File: config.mk
export PLATFORM = sky130hd
export DESIGN_NAME = fir_tap_pingpong_buffer
export DESIGN_NICKNAME = d
export VERILOG_FILES = /design/src/rtl/fir_tap_pingpong_buffer.sv
export SDC_FILE = /design/constraint.sdc
export NUM_CORES = 1
export LEC_CHECK = 0
export ABC_AREA = 1
export BUFFER_PORTS_ARGS = -buffer_cell sky130_fd_sc_hd__buf_2
export CORE_ASPECT_RATIO = 1.5
export CORE_MARGIN = 5
export CORE_UTILIZATION = 53
export CTS_BUF_LIST = sky130_fd_sc_hd__clkbuf_2 sky130_fd_sc_hd__clkbuf_4 sky130_fd_sc_hd__clkbuf_8
export DETAILED_ROUTE_END_ITERATION = 10
export PLACE_DENSITY = 0.74
export SLEW_MARGIN = 20
export SYNTH_ARGS = -nofsm -noshare
export SYNTH_HDL_FRONTEND = slang
export SYNTH_SLANG_ARGS = --single-unit
File: constraint.sdc
create_clock -name clk_i -period 5 [get_ports clk_i]
set_clock_uncertainty 0.05 [all_clocks]
set_input_delay 0.75 -clock clk_i [delete_from_list [all_inputs] [get_ports clk_i]]
set_output_delay 0.75 -clock clk_i [all_outputs]
set_load 0.005 [all_outputs]
File: src/rtl/fir_tap_pingpong_buffer.sv
// Double-buffered FIR tap loader: serial h stream in, parallel tap vector out.
// Optional FIR_TAP_BUFFER_REVERSE_EN stores serial tap k in slot len-1-k.
module fir_tap_pingpong_buffer #(
  parameter int unsigned DATA_WIDTH = 32,
  parameter int unsigned MAX_TAPS   = 16
) (
  input  logic                                 clk_i,
  input  logic                                 rst_ni,
  input  logic                                 clear_i,
  input  logic [$clog2(MAX_TAPS):0]            nb_taps_i,
  input  logic                                 h_serial_valid,
  output logic                                 h_serial_ready,
  input  logic [DATA_WIDTH-1:0]                h_serial_data,
  output logic                                 h_parallel_valid,
  input  logic                                 h_parallel_ready,
  output logic [DATA_WIDTH*MAX_TAPS-1:0]       h_parallel_data,
  output logic [$clog2(MAX_TAPS):0]            active_taps_o
);

  localparam int unsigned CW = $clog2(MAX_TAPS) + 1;
  localparam int unsigned WW = $clog2(MAX_TAPS);
  localparam logic [CW-1:0] MAX_LEN = CW'(MAX_TAPS);

  logic [DATA_WIDTH-1:0] taps_q [2][MAX_TAPS];
  logic [CW-1:0]         len_q [2];
  logic [1:0]            full_q;
  logic                  act_q;
  logic                  pending_q;
  logic [WW-1:0]         wcnt_q;
  logic [CW-1:0]         len_set_q;

  logic          ld;
  logic          hs;
  logic          swap;
  logic          last;
  logic [CW-1:0] nb_clamp;
  logic [CW-1:0] len_load;
  logic [WW-1:0] slot;

  assign ld = ~act_q;

  always_comb begin
    nb_clamp = nb_taps_i;
    if (nb_taps_i == '0 || nb_taps_i > MAX_LEN) nb_clamp = MAX_LEN;
  end

  // Length is frozen after the first tap so mid-set changes are ignored
  assign len_load = (wcnt_q == '0) ? nb_clamp : len_set_q;
  assign last     = ({1'b0, wcnt_q} == len_load - CW'(1));

`ifdef FIR_TAP_BUFFER_REVERSE_EN
  assign slot = WW'(len_load - CW'(1) - {1'b0, wcnt_q});
`else
  assign slot = wcnt_q;
`endif

  assign h_serial_ready   = ~pending_q;
  assign hs               = h_serial_valid & h_serial_ready;
  assign h_parallel_valid = full_q[act_q];
  assign swap = pending_q & (~h_parallel_valid | h_parallel_ready);

  always_ff @(posedge clk_i) begin
    if (!rst_ni || clear_i) begin
      for (int b = 0; b < 2; b++) begin
        for (int i = 0; i < MAX_TAPS; i++) begin
          taps_q[b][i] <= '0;
        end
        len_q[b] <= '0;
      end
      full_q    <= '0;
      act_q     <= 1'b0;
      pending_q <= 1'b0;
      wcnt_q    <= '0;
      len_set_q <= '0;
    end else begin
      if (hs) begin
        taps_q[ld][slot] <= h_serial_data;
        if (wcnt_q == '0) len_set_q <= nb_clamp;
        if (last) begin
          pending_q <= 1'b1;
          wcnt_q    <= '0;
          len_q[ld] <= len_load;
        end else begin
          wcnt_q <= wcnt_q + WW'(1);
        end
      end
      // hs and swap are exclusive: hs needs ~pending_q, swap needs pending_q
      if (swap) begin
        act_q         <= ~act_q;
        full_q[ld]    <= 1'b1;
        full_q[act_q] <= 1'b0;
        pending_q     <= 1'b0;
      end
    end
  end

  always_comb begin
    h_parallel_data = '0;
    for (int i = 0; i < MAX_TAPS; i++) begin
      if (full_q[act_q] && (CW'(i) < len_q[act_q])) begin
        h_parallel_data[i*DATA_WIDTH +: DATA_WIDTH] = taps_q[act_q][i];
      end
    end
  end

  assign active_taps_o = full_q[act_q] ? len_q[act_q] : '0;

endmodule
# --- Word-level counts from Yosys, hierarchy flattened ---
# Memories as Yosys holds them, arrays and structs flattened. A register that Yosys moved wholly into a read port is not among the register bits.
# Cells that the tools add are included.
word_totals:
  reg_bits: 13
  inputBits: 42
  n_memories: 2
  ramBits: 1034
  elab_cells: 118
mem_list:
  columns: ["name", "depth", "word_bits", "rd", "rd_clocked_by_memory_dff", "wr", "line", "source"]
  rows:
  - ["taps_q", 2, 512, 1, 1, 2, "24", "logic [DATA_WIDTH-1:0] taps_q [2][MAX_TAPS];"]
  - ["len_q", 2, 5, 1, 1, 2, "25", "logic [CW-1:0] len_q [2];"]
classes:
  n_addsub: 2
  bitwise_logic: 10
  n_eq_ne: 1
  order_cmp: 23
  mux: 47
  n_reduce_logical: 28
ops:
  columns: ["operator", "count"]
  rows:
  - ["two-way mux 512 bit", 3]
  - ["two-way mux 32 bit", 17]
  - ["OR reduction 512 bit", 1]
  - ["demux 32 bit (select 4 bit)", 1]
  - ["< comparator 4 x 5 -> 1 bit (first input constant)", 8]
  - ["< comparator 3 x 5 -> 1 bit (first input constant)", 4]
  - ["two-way mux 5 bit", 4]
  - ["logical AND 1 bit", 19]
  - ["two-way mux 1 bit", 19]
  - ["< comparator 1 x 5 -> 1 bit (first input constant)", 2]
  - ["< comparator 2 x 5 -> 1 bit (first input constant)", 2]
  - ["== test 4 x 5 -> 1 bit", 1]
  - [">= comparator 5 bit (second input constant)", 1]
  - ["greater-than comparator 5 bit (second input constant)", 1]
  - ["zero test 5 bit", 1]
  - ["< comparator 5 x 1 -> 1 bit (second input constant)", 1]
  - ["NOT 4 -> 5 bit", 1]
  - ["OR reduction 5 bit", 1]
  - ["subtractor 5 x 1 -> 5 bit (second input constant)", 1]
  - ["adder 4 x 1 -> 4 bit (second input constant)", 1]
  - ["zero test 4 bit", 1]
  - ["< comparator 1 x 2 -> 1 bit (second input constant)", 2]
  - ["two-way mux 4 bit", 1]
  - ["NOT 1 bit", 3]
  - ["11 further kinds", 15]

# --- Longest topological paths before layout ---
# Gate-level depths: netlist of the first run.
depth:
  depth_word: 12
  depth_mapped: 17

# --- Worst setup path after synthesis of the first run ---
# OpenSTA, ideal clock, no wires.
synth_path:
  path_type: "input to register"
  start: "input port clear_i"
  end: "memory taps_q[1][0] (netlist name), enable pin"
  slack_ns: 1.049
  t_arrival_ns: 3.480
  n_path_buf: 3
  path_stages: 13
  path_cell_list: "inv_1 -> nand2_1 -> buf_2 -> nor2_1 -> nand3_1 -> nand4_1 -> nor2_1 -> nand2_2 -> buf_6 -> clkbuf_2 -> nand2_1 -> nand2_2 -> nor2_1"
synth_lines:
  columns: ["element", "line", "source"]
  rows:
  - ["from (decl)", "9", "input logic clear_i,"]
  - ["to (decl)", "24", null]

==> results of run 1 <==
## synth_stat cells
master and n:
nor2_1 659, nand3_1 18, clkinv_1 33, ha_1 6, nor3_2 2, xor2_1 4, inv_2 2, buf_2 43
nand2_2 3, o21bai_1 1, o21ai_0 19, or4_1 1, edfxtp_1 1034, nand4_4 1, inv_1 89, buf_1 4
buf_6 2, o21ai_1 2, o21a_1 2, a31o_2 1, nand3_2 10, clkbuf_1 206, mux2i_1 32, nor3_1 4
clkbuf_2 1, dfxtp_1 14, a21oi_1 462, or2_2 5, a211oi_1 1, nand2_1 1115, nor2_2 2, nand4_1 12
## final cells by class
cell class	instances	share of cell area
Antenna cell	1	0.0000499
Clock buffer	203	0.0496
Clock inverter	63	0.0108
Inverter	124	0.00942
Multi-Input combinational cell	2362	0.202
Sequential cell	1048	0.624
Tap cell	1032	0.0257
Timing Repair Buffer	696	0.0782
## through the flow
stage	worst slack, ns	cell area [sq um]	hold WS [ns]	setup TNS [ns]	std cells
floorplan	1.05	42800	0.389	0	3790
global placement	0.732	47200	0.409	0	5262
detailed placement	0.701	47200	0.409	0	5262
CTS	0.0326	50200	0.266	0	5528
global route	-0.00406	50200	0.319	-0.00406	5529
finish	0.294	50200	0.355	0	5529
## worst reg2reg max path, cell delays in order, from the launching register on
cell	delay, ns
dfxtp_1	0.39
inv_1	0.16
ha_1	0.38
inv_1	0.08
nor2_1	0.30
nand2_1	0.11
nand4_1	0.13
nor3_1	0.07
nand2_2	0.07
clkinv_1	0.52
buf_4	0.44
nor2_2	0.79
## repair_timing
item / CTS / global route
endpoints found under the setup margin: 0 / 47
resized for setup: 0 / 1
buffers inserted: 0 / 0
## placed cells by master (no fill, tap or decap), drive strengths merged
master,synthesis,layout
nand2,1118,1118
edfxtp,1034,1034
buf,49,696
nor2,661,661
a21oi,462,462
clkbuf,207,203
inv,91,90
clkinv,33,85
mux2i,32,32
nand3,28,28
o21ai,21,21
dfxtp,14,14
nand4,13,13
bufinv,0,8
ha,6,6
nor3,6,6
or2,5,5
xor2,4,4
clkinvlp,0,4
o21a,2,2
diode,0,1
or4,1,1
a31o,1,1
o21bai,1,1
a211oi,1,1
## worst paths after layout
check	start	end	slack, ns	cells past startpoint
worst min register to register	full_q[1]$_SDFFE_PN0P_	full_q[1]$_SDFFE_PN0P_	0.42	2
worst max register to register	slot[0]$_SDFFE_PN0P_	taps_q[1][10]$_DFFE_PP_	1.20	11
worst max-delay path	register	h_parallel_data[490]	0.29	5
worst min-delay path	h_serial_valid	slot[1]$_SDFFE_PN0P_	0.36	4
## logic make-up (layout without fill, tap and decap cells)
group                      Yosys count  after routing  share of synthesized area
and+or+nand+nor                   1832           1832                      0.165
DFF                               1048           1048                      0.733
AOI/OAI and AO/OA                  488            488                     0.0574
buffers and inverters              380           1086                     0.0350
muxes                               32             32                    0.00749
adders and majority gates            6              6                    0.00176
xor gates and xnor gates             4              4                   0.000819
other                                0              1                          0
## power breakdown
group | total (W) | internal [W] | switching (W)
registers | 0.0104 | 0.0103 | 0.000158
clock network | 0.00692 | 0.00366 | 0.00325
logic | 0.000839 | 0.000154 | 0.000685
total | 0.0182 | 0.0141 | 0.00410
## state kept, by name (all words and copies together), names as in the netlist, named ones only
signal / cells
len_q: 10
pending_q: 1
act_q: 1
full_q: 2
taps_q: 1024
len_set_q: 5
slot: 4
## metal layers
layer  share of wire  vias up  global-route usage  wire length [um]
li1                -    14000                   -                 -
met1            0.36    15300               0.428             51700
met2            0.48     2377               0.527             68700
met3            0.12      301              0.0757             17300
met4           0.037        2               0.118              5260
met5        0.000091        -                   0                13
==> results.py, run 1 <==
metrics = {
    "worst_setup_path": {
        "worst_ep_required_time_ns": 4.20,
        "critical_setup_path_class": "register to output pin",
        "path_delay_family": "buffers and inverters",
        "critPathMaxStageDelay_ns": 0.96,
        "timing.critical_path.arrival_ns": 3.91,
        "crit_buf_inv": 3,
        "worstSetupStartpointType": "register",
        "crit_top_cell": "buf_4",
        "kind_of_end_point_of_the_critical_path": "output pin",
        "worstPathCellList": "buf_4, buf_4, nand2_1, a21oi_1, buf_2",
        "cp_max_fo": 94,
        "critical_path_slowest_stage_cell": "buf_4",
    },
    "finish": {
        "sequential_cell_area_sq_um": 31300,
        "area_of_the_multi_input_gates_sq_um": 10100,
        "layout_net_count": 4430,
        "core_occupancy_in_the_finished_layout": 0.627,
        "proportion_of_layout_cells_with_a_drive_suffix_above_1": 0.224,
        "area_delta_synth_final_pct": 17.4,
        "fillCellCount": 6287,
    },
    "run_status": {
        "run_status": "finished, final reports clean",
    },
    "die": {
        "floorplan.die_area_sq_um": 86600,
        "fp-row-count": 127,
        "effective_utilization_at_floorplan": 0.534,
        "die_height_um": 358,
        "die_width_um": 242,
        "floorplan.io_pins": 561,
        "core_region_area_sq_um": 80100,
    },
    "global_routing": {
        "globalRoute.totalOverflow": 0,
        "grt_antenna_before_repair": 6,
        "maximum_number_of_pins_on_one_net_before_global_route_repair": 192,
        "vias_in_the_first_global_route": 31100,
        "grt.total_usage": 0.322,
        "wire_length_of_the_first_global_routing_pass_um": 206000,
    },
    "synth": {
        "dominant_cell_type_by_area_after_synthesis": "edfxtp_1",
        "synth-warning-count": 0,
        "yosys.area.top_type_share": 0.726,
        "synth_area_per_cell_sq_um": 11.3,
        "netlist-cell-type-count": 32,
        "synth_area_leaders": "edfxtp_1 (73%), nand2_1 (9.8%), nor2_1 (5.8%)",
        "synth.yosys.seq_area_share": 0.733,
        "syn-cell-area_sq_um": 42800,
        "syn_nets": 3838,
        "synthesis.instances": 3790,
        "synth-seq-cells": 1048,
    },
    "cts": {
        "cts-hold-fix-buffers": 0,
        "clk_latency_ns": 0.80,
        "tritoncts_clock_tree": "built",
        "cts_inserted_buffers": 150,
        "htree_levels": 4,
        "clock_sink_count": 1048,
        "clk_transition_reported_paths_ns": 0.07,
        "cts_max_path_buffers": 3,
        "clk_root_buffer_cell": "clkbuf_8",
    },
    "routing": {
        "dr.first_iter.drc_count": 4240,
        "drt.antenna.violating_nets": 0,
        "detailed_routing_iterations_pass_1": 6,
        "routed_wirelength_um": 143000,
        "viasPerCell": 5.77,
        "drt_drc_violations_left": 0,
        "drt-wirelength-per-cell_um": 25.9,
        "detailroute.via_count": 31900,
    },
    "timing": {
        "min_period_ns": 4.71,
        "hold_viol": 0,
        "finalCritPeriodShare": 0.941,
        "slew_violations": 0,
        "slew-limit-headroom": 0.212,
        "max_freq_mhz": 213,
        "worst_slew_pin_slew_ns": 1.18,
        "final-setup-viol-count": 0,
    },
    "pwr": {
        "p_total_w": 0.0182,
        "powerDensity_nw_per_um2": 362,
        "peakVddDrop_v": 0.000214,
        "p_leak_nw": 20.8,
    },
    "placed_design": {
        "hpwl_um": 90800,
        "io_buffers": 560,
        "gp_congestion": 0.923,
    },
    "flow_run": {
        "timing.max_cap.violations": 0,
    },
    "min_path": {
        "worstHoldPathType": "input pin to register",
    },
}
(Power assumes the default switching activity.)
==> run 2: changes to the inputs <==
--- a/config.mk
+++ b/config.mk
@@ -7,7 +7,7 @@
 export LEC_CHECK = 0
 export ABC_AREA = 1
 export BUFFER_PORTS_ARGS = -buffer_cell sky130_fd_sc_hd__buf_2
-export CORE_ASPECT_RATIO = 1.5
+export CORE_ASPECT_RATIO = 1.1
 export CORE_MARGIN = 5
 export CORE_UTILIZATION = 53
 export CTS_BUF_LIST = sky130_fd_sc_hd__clkbuf_2 sky130_fd_sc_hd__clkbuf_4 sky130_fd_sc_hd__clkbuf_8
==> run 2 against run 1 <==
The run now ends with slew limit left. Non-clock buffer count shrank 25. First-iteration DRC count rose by 24%. Count of clock-buffer cells in the layout rose by 7. Sequential power barely moved. Routed wire length grew 9.9%.
==> results.py, run 2 (synthesis results as in run 1) <==
metrics = {
    "run_status": {
        "run_status": "finished, violations left",
        "failed_checks": "slew limit",
    },
    "timing": {
        "setup_tns_ns": 0,
        "slew_violations": 259,
        "min_period_ns": 4.89,
        "max_freq_mhz": 205,
        "hold_viol": 0,
        "final-setup-viol-count": 0,
        "finalCritPeriodShare": 0.978,
        "worst_hold_slack_ns": 0.294,
        "rsz_0062_raised_after_global_routing": "true",
        "slew-limit-headroom": -0.341,
        "worst_slew_pin_slew_ns": 2.01,
    },
    "routing": {
        "dr.first_iter.drc_count": 5278,
        "drt_drc_violations_left": 0,
        "routed_wirelength_um": 157000,
        "detailroute.via_count": 33000,
        "drt-wirelength-per-cell_um": 28.4,
        "viasPerCell": 5.96,
        "drt.antenna.violating_nets": 0,
        "detailed_routing_iterations_pass_1": 9,
    },
    "cts": {
        "postCtsSetupBuffers": 0,
        "clk_transition_reported_paths_ns": 0.06,
        "htree_levels": 4,
        "clk_latency_ns": 0.85,
        "cts-hold-fix-buffers": 0,
        "clock_sink_count": 1048,
        "cts_inserted_buffers": 156,
        "tritoncts_clock_tree": "built",
        "clk_root_buffer_cell": "clkbuf_8",
        "cts_max_path_buffers": 3,
    },
    "worst_setup_path": {
        "worst_ep_required_time_ns": 4.20,
        "critical_setup_path_class": "register to output pin",
        "kind_of_end_point_of_the_critical_path": "output pin",
        "worstSetupStartpointType": "register",
        "cp_max_fo": 75,
        "timing.critical_path.arrival_ns": 4.09,
        "ff2ff_setup_slack_ns": 1.34,
    },
    "pwr": {
        "power_switching_share": 0.233,
        "power_report.internal_total_w": 0.0139,
        "peakVddDrop_v": 0.000205,
        "seqPwrFrac": 0.576,
        "p_leak_nw": 20.7,
        "power.clock.fraction": 0.374,
        "p_switching_w": 0.00423,
        "powerDensity_nw_per_um2": 362,
        "comb_power_share": 0.050,
    },
    "die": {
        "floorplan.die_area_sq_um": 86500,
        "core_region_area_sq_um": 80200,
        "effective_utilization_at_floorplan": 0.533,
        "die_width_um": 281,
        "die_height_um": 308,
        "floorplan.io_pins": 561,
        "fp-row-count": 109,
    },
    "finish": {
        "commonest_cells_after_routing_fill_and_taps_aside": "nand2_1 (1111), edfxtp_1 (1034), nor2_1 (620)",
        "max_flop_register": "taps_q",
        "reg.largest.list": "taps_q (1024), len_q (10), len_set_q (5)",
        "sequential_cell_area_sq_um": 31300,
        "finish.instance_area_sq_um": 50200,
        "area_of_the_multi_input_gates_sq_um": 10300,
        "fillCellCount": 6308,
        "area_delta_synth_final_pct": 17.3,
        "proportion_of_layout_cells_with_a_drive_suffix_above_1": 0.220,
        "largest_reg_flops": 1024,
        "core_occupancy_in_the_finished_layout": 0.625,
        "finalNonFillerCells": 5536,
        "final_common_cell": "nand2_1",
        "layout_net_count": 4411,
    },
    "flow_run": {
        "timing.max_cap.violations": 0,
    },
    "min_path": {
        "worstHoldPathType": "input pin to register",
    },
    "placed_design": {
        "io_buffers": 560,
        "placed_cell_area_sq_um": 47100,
        "hpwl_um": 97500,
        "gp_congestion": 0.909,
        "dp.cells": 5258,
    },
    "global_routing": {
        "globalRoute.totalOverflow": 0,
        "wire_length_of_the_first_global_routing_pass_um": 219000,
        "maximum_number_of_pins_on_one_net_before_global_route_repair": 341,
        "grt_antenna_before_repair": 9,
        "grt.total_usage": 0.355,
        "vias_in_the_first_global_route": 31300,
    },
}
==> run 2: worst max-delay path, stage by stage, from the launching register on <==
cell and delay [ns]:
dfxtp_4 0.52, inv_8 0.20, or2_2 0.34, o21ai_0 0.18, inv_1 0.21, nor3_1 0.23, nor2_1 0.13, a21oi_4 0.84
a21oi_1 0.32, buf_2 0.24
==> run 2: layout make-up <==
class	instances	area share
Sequential cell	1048	0.625
Multi-Input combinational cell	2362	0.205
Timing Repair Buffer	671	0.0758
Clock buffer	210	0.0511
Tap cell	1054	0.0263
Inverter	124	0.00943
Clock inverter	64	0.00793
Antenna cell	3	0.000150
==> run 2: layer usage <==
| metal | vias up | wire [um] | global-route usage |
|---|---|---|---|
| li1 | 13900 | - | - |
| met1 | 15600 | 51700 | 0.456 |
| met2 | 2905 | 70700 | 0.534 |
| met3 | 539 | 23000 | 0.108 |
| met4 | 4 | 11700 | 0.220 |
| met5 | - | 27 | 0 |
==> run 2: final timing paths <==
check / startpoint / endpoint / depth (start not counted)
max: register / h_parallel_data[286] / 9
min: h_parallel_ready / pending_q$_SDFFE_PP0P_ / 4
max reg2reg: slot[0]$_SDFFE_PN0P_ / taps_q[1][150]$_DFFE_PP_ / 11
min reg2reg: full_q[1]$_SDFFE_PN0P_ / full_q[1]$_SDFFE_PN0P_ / 2
==> run 2: power by group through the flow <==
stage	sequential, W	clock [W]	combinational, W
floorplan	0.0106	0	0.000410
global placement	0.0106	0	0.000862
detailed placement	0.0106	0	0.000875
CTS	0.0104	0.00678	0.000877
global route	0.0105	0.00720	0.000928
finish	0.0104	0.00679	0.000908
==> run 2: repair_timing <==
| item | in CTS | in global routing |
|---|---|---|
| endpoints found under the setup margin | 1 | 114 |
| pin swaps | 0 | 0 |
| resized for setup | 0 | 3 |
==> run 2: per-stage QoR <==
stage	total power, W	setup WS (ns)
2_1_floorplan	0.0110	1.05
3_3_place_gp	0.0115	0.952
3_5_place_dp	0.0115	0.957
4_1_cts	0.0181	0.0659
5_1_grt	0.0186	-0.0890
6_report	0.0181	0.110
